File: src/rtl/full_adder_bist.sv
// On-chip exerciser for a 1-bit full adder: walks {a,b,cin} through 0..7,
// lets each vector settle, checks sum/carry and records errors and the first failing vector.
module full_adder_bist #(
    parameter int SETTLE_CYCLES = 2,
    parameter int ERR_W         = 4
) (
    input  logic             clk,
    input  logic             rst_n,
    input  logic             start,
    output logic             dut_a,
    output logic             dut_b,
    output logic             dut_cin,
    input  logic             dut_sum,
    input  logic             dut_carry_out,
    output logic             busy,
    output logic             done,
    output logic             pass,
    output logic [ERR_W-1:0] err_count,
    output logic             first_fail_valid,
    output logic [2:0]       first_fail_vec
);

    generate
        if (SETTLE_CYCLES < 1 || SETTLE_CYCLES > 15) begin : g_bad_settle
            $error("full_adder_bist: SETTLE_CYCLES must be in 1..15");
        end
    endgenerate

    localparam logic [3:0] SETTLE_LAST = 4'(SETTLE_CYCLES - 1);

    typedef enum logic [1:0] {IDLE, WAIT, CHECK, DONE} state_e;

    state_e           state_q, state_d;
    logic [2:0]       vec_q, vec_d;
    logic [3:0]       cnt_q, cnt_d;
    logic [ERR_W-1:0] err_q, err_d;
    logic             ffv_q, ffv_d;
    logic [2:0]       ffvec_q, ffvec_d;
    logic [2:0]       dut_q, dut_d;
    logic             busy_q, busy_d;
    logic             done_q, done_d;
    logic             pass_q, pass_d;

    logic exp_sum, exp_carry, mismatch, running;

    always_comb begin
        state_d   = state_q;
        vec_d     = vec_q;
        cnt_d     = cnt_q;
        err_d     = err_q;
        ffv_d     = ffv_q;
        ffvec_d   = ffvec_q;
        exp_sum   = ^vec_q;
        exp_carry = (vec_q[2] & vec_q[1]) | (vec_q[2] & vec_q[0]) | (vec_q[1] & vec_q[0]);
        mismatch  = (dut_sum != exp_sum) || (dut_carry_out != exp_carry);

        case (state_q)
            IDLE, DONE: begin
                if (start) begin
                    state_d = WAIT;
                    vec_d   = '0;
                    cnt_d   = '0;
                    err_d   = '0;
                    ffv_d   = 1'b0;
                    ffvec_d = '0;
                end
            end
            WAIT: begin
                if (cnt_q == SETTLE_LAST) begin
                    state_d = CHECK;
                    cnt_d   = '0;
                end else begin
                    cnt_d = cnt_q + 4'd1;
                end
            end
            CHECK: begin
                if (mismatch) begin
                    if (err_q != '1) err_d = err_q + 1'b1;
                    if (!ffv_q) begin
                        ffv_d   = 1'b1;
                        ffvec_d = vec_q;
                    end
                end
                if (vec_q == 3'd7) begin
                    state_d = DONE;
                end else begin
                    vec_d   = vec_q + 3'd1;
                    state_d = WAIT;
                end
            end
            default: state_d = IDLE;
        endcase

        // Outputs are registered from the next state so they line up with it.
        running = (state_d == WAIT) || (state_d == CHECK);
        busy_d  = running;
        done_d  = (state_d == DONE);
        dut_d   = running ? vec_d : 3'd0;
        if (state_d != DONE)      pass_d = 1'b0;
        else if (state_q == DONE) pass_d = pass_q;
        else                      pass_d = (err_d == '0);
    end

    always_ff @(posedge clk or negedge rst_n) begin
        if (!rst_n) begin
            state_q <= IDLE;
            vec_q   <= '0;
            cnt_q   <= '0;
            err_q   <= '0;
            ffv_q   <= 1'b0;
            ffvec_q <= '0;
            dut_q   <= '0;
            busy_q  <= 1'b0;
            done_q  <= 1'b0;
            pass_q  <= 1'b0;
        end else begin
            state_q <= state_d;
            vec_q   <= vec_d;
            cnt_q   <= cnt_d;
            err_q   <= err_d;
            ffv_q   <= ffv_d;
            ffvec_q <= ffvec_d;
            dut_q   <= dut_d;
            busy_q  <= busy_d;
            done_q  <= done_d;
            pass_q  <= pass_d;
        end
    end

    assign {dut_a, dut_b, dut_cin} = dut_q;
    assign busy             = busy_q;
    assign done             = done_q;
    assign pass             = pass_q;
    assign err_count        = err_q;
    assign first_fail_valid = ffv_q;
    assign first_fail_vec   = ffvec_q;

endmodule
File: config.mk
export PLATFORM = sky130hd
export DESIGN_NAME = full_adder_bist
export DESIGN_NICKNAME = d
export VERILOG_FILES = /design/src/rtl/full_adder_bist.sv
export SDC_FILE = /design/constraint.sdc
export NUM_CORES = 1
export LEC_CHECK = 0
export CAP_MARGIN = 20
export CORE_MARGIN = 4
export CORE_UTILIZATION = 23
export CTS_CLUSTER_DIAMETER = 60
export DETAILED_ROUTE_END_ITERATION = 10
export GPL_ROUTABILITY_DRIVEN = 0
export SYNTH_ARGS = -nofsm -noshare
export SYNTH_HDL_FRONTEND = slang
export SYNTH_SLANG_ARGS = --single-unit
File: constraint.sdc
create_clock -name clk -period 3.3 [get_ports clk]
set_input_delay 0.99 -clock clk [delete_from_list [all_inputs] [get_ports clk]]
set_output_delay 0.99 -clock clk [all_outputs]
set_load 0.01 [all_outputs]
==> results of run 1 <==
area by class of cell:
class	instances	area share, %
repair buffers	20	11.7
inverters	9	2.03
multi-input cells	102	43.6
clock buffers	4	2.70
well taps	72	5.41
flip-flops and latches	23	34.6
final timing paths:
kind                                                 end            startpoint  cells past startpoint  slack [ps]
max in group asynchronous         err_count[3]$_DFF_PN0_                 rst_n                      2        1990
setup reg to reg                        pass$_DFFE_PN0P_  state_q[0]$_DFF_PN0_                      9         850
hold reg to reg                         pass$_DFFE_PN0P_      pass$_DFFE_PN0P_                      2         570
setup / recovery                        pass$_DFFE_PN0P_                 start                      8         680
hold / removal                          pass$_DFFE_PN0P_      pass$_DFFE_PN0P_                      2         570
min in group asynchronous  first_fail_vec[0]$_DFFE_PN0P_                 rst_n                      2        1060
power groups by stage:
stage / registers (mW) / clock network, mW / logic [mW]
global route: 0.437 / 0.197 / 0.618
finish: 0.426 / 0.178 / 0.549
detailed placement: 0.430 / 0 / 0.549
CTS: 0.425 / 0.185 / 0.554
global placement: 0.432 / 0 / 0.550
floorplan: 0.426 / 0 / 0.369
cell usage in the layout, fill, tap and decap left out, types with 2 or more instances in the layout:
| cell | count |
|---|---|
| clkbuf_8 | 3 |
| nand2_1 | 10 |
| a21o_1 | 2 |
| mux2i_1 | 4 |
| dfrtp_1 | 23 |
| o221ai_1 | 2 |
| xor2_2 | 2 |
| inv_1 | 9 |
| o21ai_1 | 4 |
| o31ai_1 | 2 |
| a22o_1 | 3 |
| and2_1 | 5 |
| o2111ai_1 | 2 |
| ha_1 | 6 |
| nor3_1 | 3 |
| nor2b_1 | 4 |
| a21oi_1 | 8 |
| nor2_1 | 9 |
| clkdlybuf4s50_1 | 18 |
| buf_4 | 2 |
| a31oi_1 | 5 |
| a22oi_1 | 3 |
| nand3_1 | 6 |
| xnor2_1 | 2 |
| o21ai_0 | 4 |
per-layer routing:
metal | wire length [um] | track usage [%] | vias to the layer above
li1 | - | - | 546
met1 | 1610 | 12.6 | 564
met2 | 1450 | 14.6 | 13
met3 | 89 | 2.52 | 2
met4 | 14 | 1.73 | 0
met5 | 0 | 0 | -
registers in the layout (all words and copies together), names as in the netlist:
register,count
done,1
pass,1
err_count,4
busy,1
state_q,2
first_fail_valid,1
first_fail_vec,3
cnt_q,4
dut_q,3
vec_q,3
per-stage QoR:
stage,instance area (um^2),power (mW)
2_1_floorplan,1370,0.795
3_3_place_gp,1620,0.982
3_5_place_dp,1620,0.979
4_1_cts,1670,1.16
5_1_grt,1670,1.25
6_report,1670,1.15
worst min-delay path, stage by stage (launching register included):
cell and delay, ps:
dfrtp_1 380, nand3_1 100, o21ai_2 60
kinds of logic (layout without fill, tap and decap cells):
family,count (synthesis),after routing
flip-flops,23,23
adder cells (fa/ha/maj),7,7
AND/OR/NAND/NOR,40,40
buffers and inverters,15,33
multiplexers,4,4
AO/OA/AOI/OAI,47,47
XOR/XNOR,4,4
==> qor.yml, run 1 <==
fin_tns_setup_ps: 0
place_ws_ps: 411
multi_input_area_um2: 726
drc: 0
yosys.area_share.simple_pct: 14.7
synth_edf_count: 0
power_frac_comb_pct: 47.6
skew_ps: 9.90
cts_tree: "built"
post-cts-setup-buffer-count: 0
path_cells: "clkdlybuf4s50_1, inv_1, a31oi_1, ha_1, nor2b_1, o2111ai_1, a211o_1, o21ai_2"
synth_top_area_share_pct: 41.9
synth_adder_area_share_pct: 6.93
final_util_pct: 29.5
synthTopCellsByCount: "dfrtp_1, nand2_1, inv_1, nor2_1, a21oi_1"
core-area_um2: 5640
period_needed_ps: 2620
hold_class: "flip-flop to flip-flop"
worst_hold_slack_ps: 568
max_stage_delay_ps: 630
cp.arrival_ps: 2830
cellPowerDensity_nw_per_um2: 692
design.die.area_um2: 7270
nNetsFinal: 171
pwr-share-clk_pct: 15.4
diodes: 0
cp.required_ps: 3500
fin_ws_ps: 676
yosysWarnings: 0
routedWlPerCell_um: 13.8
switching_share_pct: 41.9
crit_type: "input pin to flip-flop"
dr_total_vias: 1125
area_delta_synth_final_pct: 21.3
setup_violations: 0
drive_gt1_share_pct: 6.96
seq_area_um2: 576
grt_pass1_wl_um: 5450
p_leak_nw: 0.692
ys_ff_latch: 23
synth_top_family_by_area: "compound AO/OA/AOI/OAI gates"
slew_violations: 0
synth_area_leaders: "dfrtp_1, ha_1, a21oi_1"
cts.htree.levels: 1
postCtsHoldBufs: 0
cap_viol_max_count: 0
synth-xor-area-share_pct: 3.65
intPower_uw: 670
synth_flop_cell: "dfrtp_1"
syn_area_um2: 1370
start_util_pct: 24.3
dp_cells: 226
ir_drop_mv: 0.347
slew_headroom_pct: 72.2
synth_area_per_cell_um2: 9.80
cts_root_buffer: "clkbuf_8"
synth_fp_nets: 152
clock_sinks: 23
die_h_um: 85.3
status: "completed"
layoutNonFillerInstCount: 230
synth_top_area_cell: "dfrtp_1"
ys_async_sr_fraction_pct: 100
max_freq_mhz: 381
firstDrtPassIters: 4
gr-total-overflow: 0
first_iter_violations: 57
ant_nets: 0
hold_violations: 0
critPathLaunchType: "input pin"
critPathBufInv: 2
seq_area_frac_synth_pct: 41.9
dpl.hpwl_um: 2350
grt_start_max_net_pins: 24
switching_power_uw: 483
path_delay_family: "buffers and inverters"
final.period_utilization_pct: 79.5
clock_latency_ps: 270
synth.distinct_cells: 42
grt_antenna_before_repair: 0
rsz0062_at_grt: "false"
clk_pin_slew_ps: 90
vias_per_cell: 4.89
drt_wl_total_um: 3160
num_rows: 27
die_x_um: 85.3
fill_cells: 606
cts-buffers-inserted: 3
grt_pass1_vias: 1100
sequentialPowerShare_pct: 37.0
io_pins: 19
ctsResizeCount: 0
synth-compound-area-share_pct: 24.7
syn_inst: 140
grt_usage_pct: 9.19
crit_fanout: 5
synth_mux_area_share_pct: 2.92
portBuffers: 18
end_kind: "flip-flop"
clock_path_buffers: 2
synth.most_common_cell: "dfrtp_1"
worstMarginPinSlew_ps: 417
cpMaxStageDelayCell: "clkdlybuf4s50_1"
Power figures use the tool's default switching activity.
==> run 2, diff against run 1 <==
- clock period: 3.3 -> 2.75 ns (I/O delays scaled with it)
==> run 2 against run 1 <==
Net effect:
- sequential power up 18%
- largest power group unchanged
- final area up 2.5%
- wire length down 0.92%
- hold slack worse by 29 ps
- critical endpoint unchanged
==> qor.yml, run 2 (same netlist as run 1, synthesis figures left out) <==
r2r_slack_ps: 300  # -550 ps
cellPowerDensity_nw_per_um2: 822  # +19%
power_frac_comb_pct: 48.2  # +0.6 points
design.die.area_um2: 7270  # unchanged
io_pins: 19  # unchanged
portBuffers: 18  # unchanged
skew_ps: 5.36  # -4.54 ps
post-cts-setup-buffer-count: 0  # unchanged
fill_cells: 560  # -7.6%
routedWlPerCell_um: 13.3  # -3.0%
crit_fanout: 12  # +7
grt_pass1_vias: 1087  # -1.2%
cap_viol_max_count: 0  # unchanged
grt_antenna_before_repair: 0  # unchanged
die_h_um: 85.3  # unchanged
area_delta_synth_final_pct: 24.3
rsz0062_at_grt: "false"
setup_violations: 0  # unchanged
dr_total_vias: 1118  # -0.62%
drive_gt1_share_pct: 10.4  # +3.5 points
pwr-share-clk_pct: 15.8  # +0.4 points
nNetsFinal: 176  # +2.9%
cts_root_buffer: "clkbuf_8"
hold_class: "flip-flop to flip-flop"
drc: 0  # unchanged
dpl.hpwl_um: 2310  # -1.7%
grt_pass1_wl_um: 5250  # -3.7%
p_leak_nw: 0.717  # +3.5%
seq_area_um2: 576  # unchanged
firstDrtPassIters: 4  # unchanged
layout_commonest_cell: "dfrtp_1"
clock_path_buffers: 2  # unchanged
ant_nets: 0  # unchanged
worstMarginPinSlew_ps: 414  # -2.89 ps
cp.arrival_ps: 2670  # -160 ps
grt_usage_pct: 9.05  # -0.15 points
cts.htree.levels: 1  # unchanged
period_needed_ps: 2450
switching_power_uw: 584  # +21%
die_x_um: 85.3  # unchanged
ir_drop_mv: 0.319  # -8.3%
ctsResizeCount: 0  # unchanged
clock_sinks: 23  # unchanged
clock_latency_ps: 270  # about the same
fin_tns_setup_ps: 0  # unchanged
critPathLaunchType: "flip-flop"
first_iter_violations: 56  # -1.8%
crit_type: "flip-flop to flip-flop"
drt_wl_total_um: 3130  # -0.92%
intPower_uw: 818  # +22%
multi_input_area_um2: 726  # unchanged
hold_violations: 0  # unchanged
place_ws_ps: 125  # -287 ps
slew_headroom_pct: 72.4  # +0.19 points
cts_tree: "built"
status: "completed"
finish.instance_area_um2: 1710  # +2.5%
slew_violations: 0  # unchanged
grt_start_max_net_pins: 24  # unchanged
end_kind: "flip-flop"
switching_share_pct: 41.7  # -0.22 points
final.period_utilization_pct: 89.2
start_util_pct: 24.3  # unchanged
cts-buffers-inserted: 3  # unchanged
sequentialPowerShare_pct: 36.0  # -1.0 points
postCtsHoldBufs: 0  # unchanged
gr-total-overflow: 0  # unchanged
core-area_um2: 5640  # unchanged
vias_per_cell: 4.76  # -2.7%
cp.required_ps: 2960  # -540 ps
final_cell_mix: "dfrtp_1, clkdlybuf4s50_1, nand2_1"
max_freq_mhz: 408
diodes: 0  # unchanged
fin_ws_ps: 297  # -379 ps
num_rows: 27  # unchanged
post_dp_cell_area_um2: 1660  # +2.3%
clk_pin_slew_ps: 90  # about the same
finalPower_mw: 1.40  # +22%
run 2: cell count changes in the layout (fill, tap and decap cells not counted):
cell	delta
buf_4	+5
clkbuf_1	-1
clkinvlp_4	+1
run 2: final cells by class:
type,instances,area share [%]
multi-input cells,102,42.5
flip-flops and latches,23,33.7
repair buffers,25,13.6
well taps,72,5.28
clock buffers,3,2.42
inverters,9,1.98
clock inverters,1,0.440
run 2: path summary, 6_finish.rpt:
path	start	end	cells past startpoint
setup / recovery	state_q[0]$_DFF_PN0_	pass$_DFFE_PN0P_	9
max in group asynchronous	rst_n	state_q[0]$_DFF_PN0_	2
hold / removal	pass$_DFFE_PN0P_	pass$_DFFE_PN0P_	2
min in group asynchronous	rst_n	first_fail_vec[1]$_DFFE_PN0P_	2
hold reg to reg	pass$_DFFE_PN0P_	pass$_DFFE_PN0P_	2
setup reg to reg	state_q[0]$_DFF_PN0_	pass$_DFFE_PN0P_	9
run 2: metrics by stage:
stage	hold WS (ps)	cells	util, %
after floorplan	512	140	-
after global placement	531	231	29.4
after detailed placement	530	231	29.4
after CTS	553	235	30.3
after global routing	593	235	30.3
final	539	235	30.3
run 2: routing by layer:
metal / global-route usage [%] / routed length [um]
met5: 0 / 0
met4: 3.88 / 42
met3: 2.33 / 229
met2: 13.1 / 1370
met1: 12.6 / 1490
run 2: power by group through the flow:
stage	Sequential, mW	Clock, mW	Combinational [mW]
finish	0.504	0.222	0.676
global route	0.522	0.247	0.756
CTS	0.505	0.236	0.683
detailed placement	0.510	0	0.676
global placement	0.514	0	0.677
floorplan	0.512	0	0.443
run 2: worst max-delay path: stages (launching register included):
cell and delay, ps:
dfrtp_1 410, inv_1 80, ha_1 520, nor2_1 120
a221oi_1 430, ha_1 250, nor2b_1 130, o2111ai_1 110
a211o_1 260, o21ai_2 100
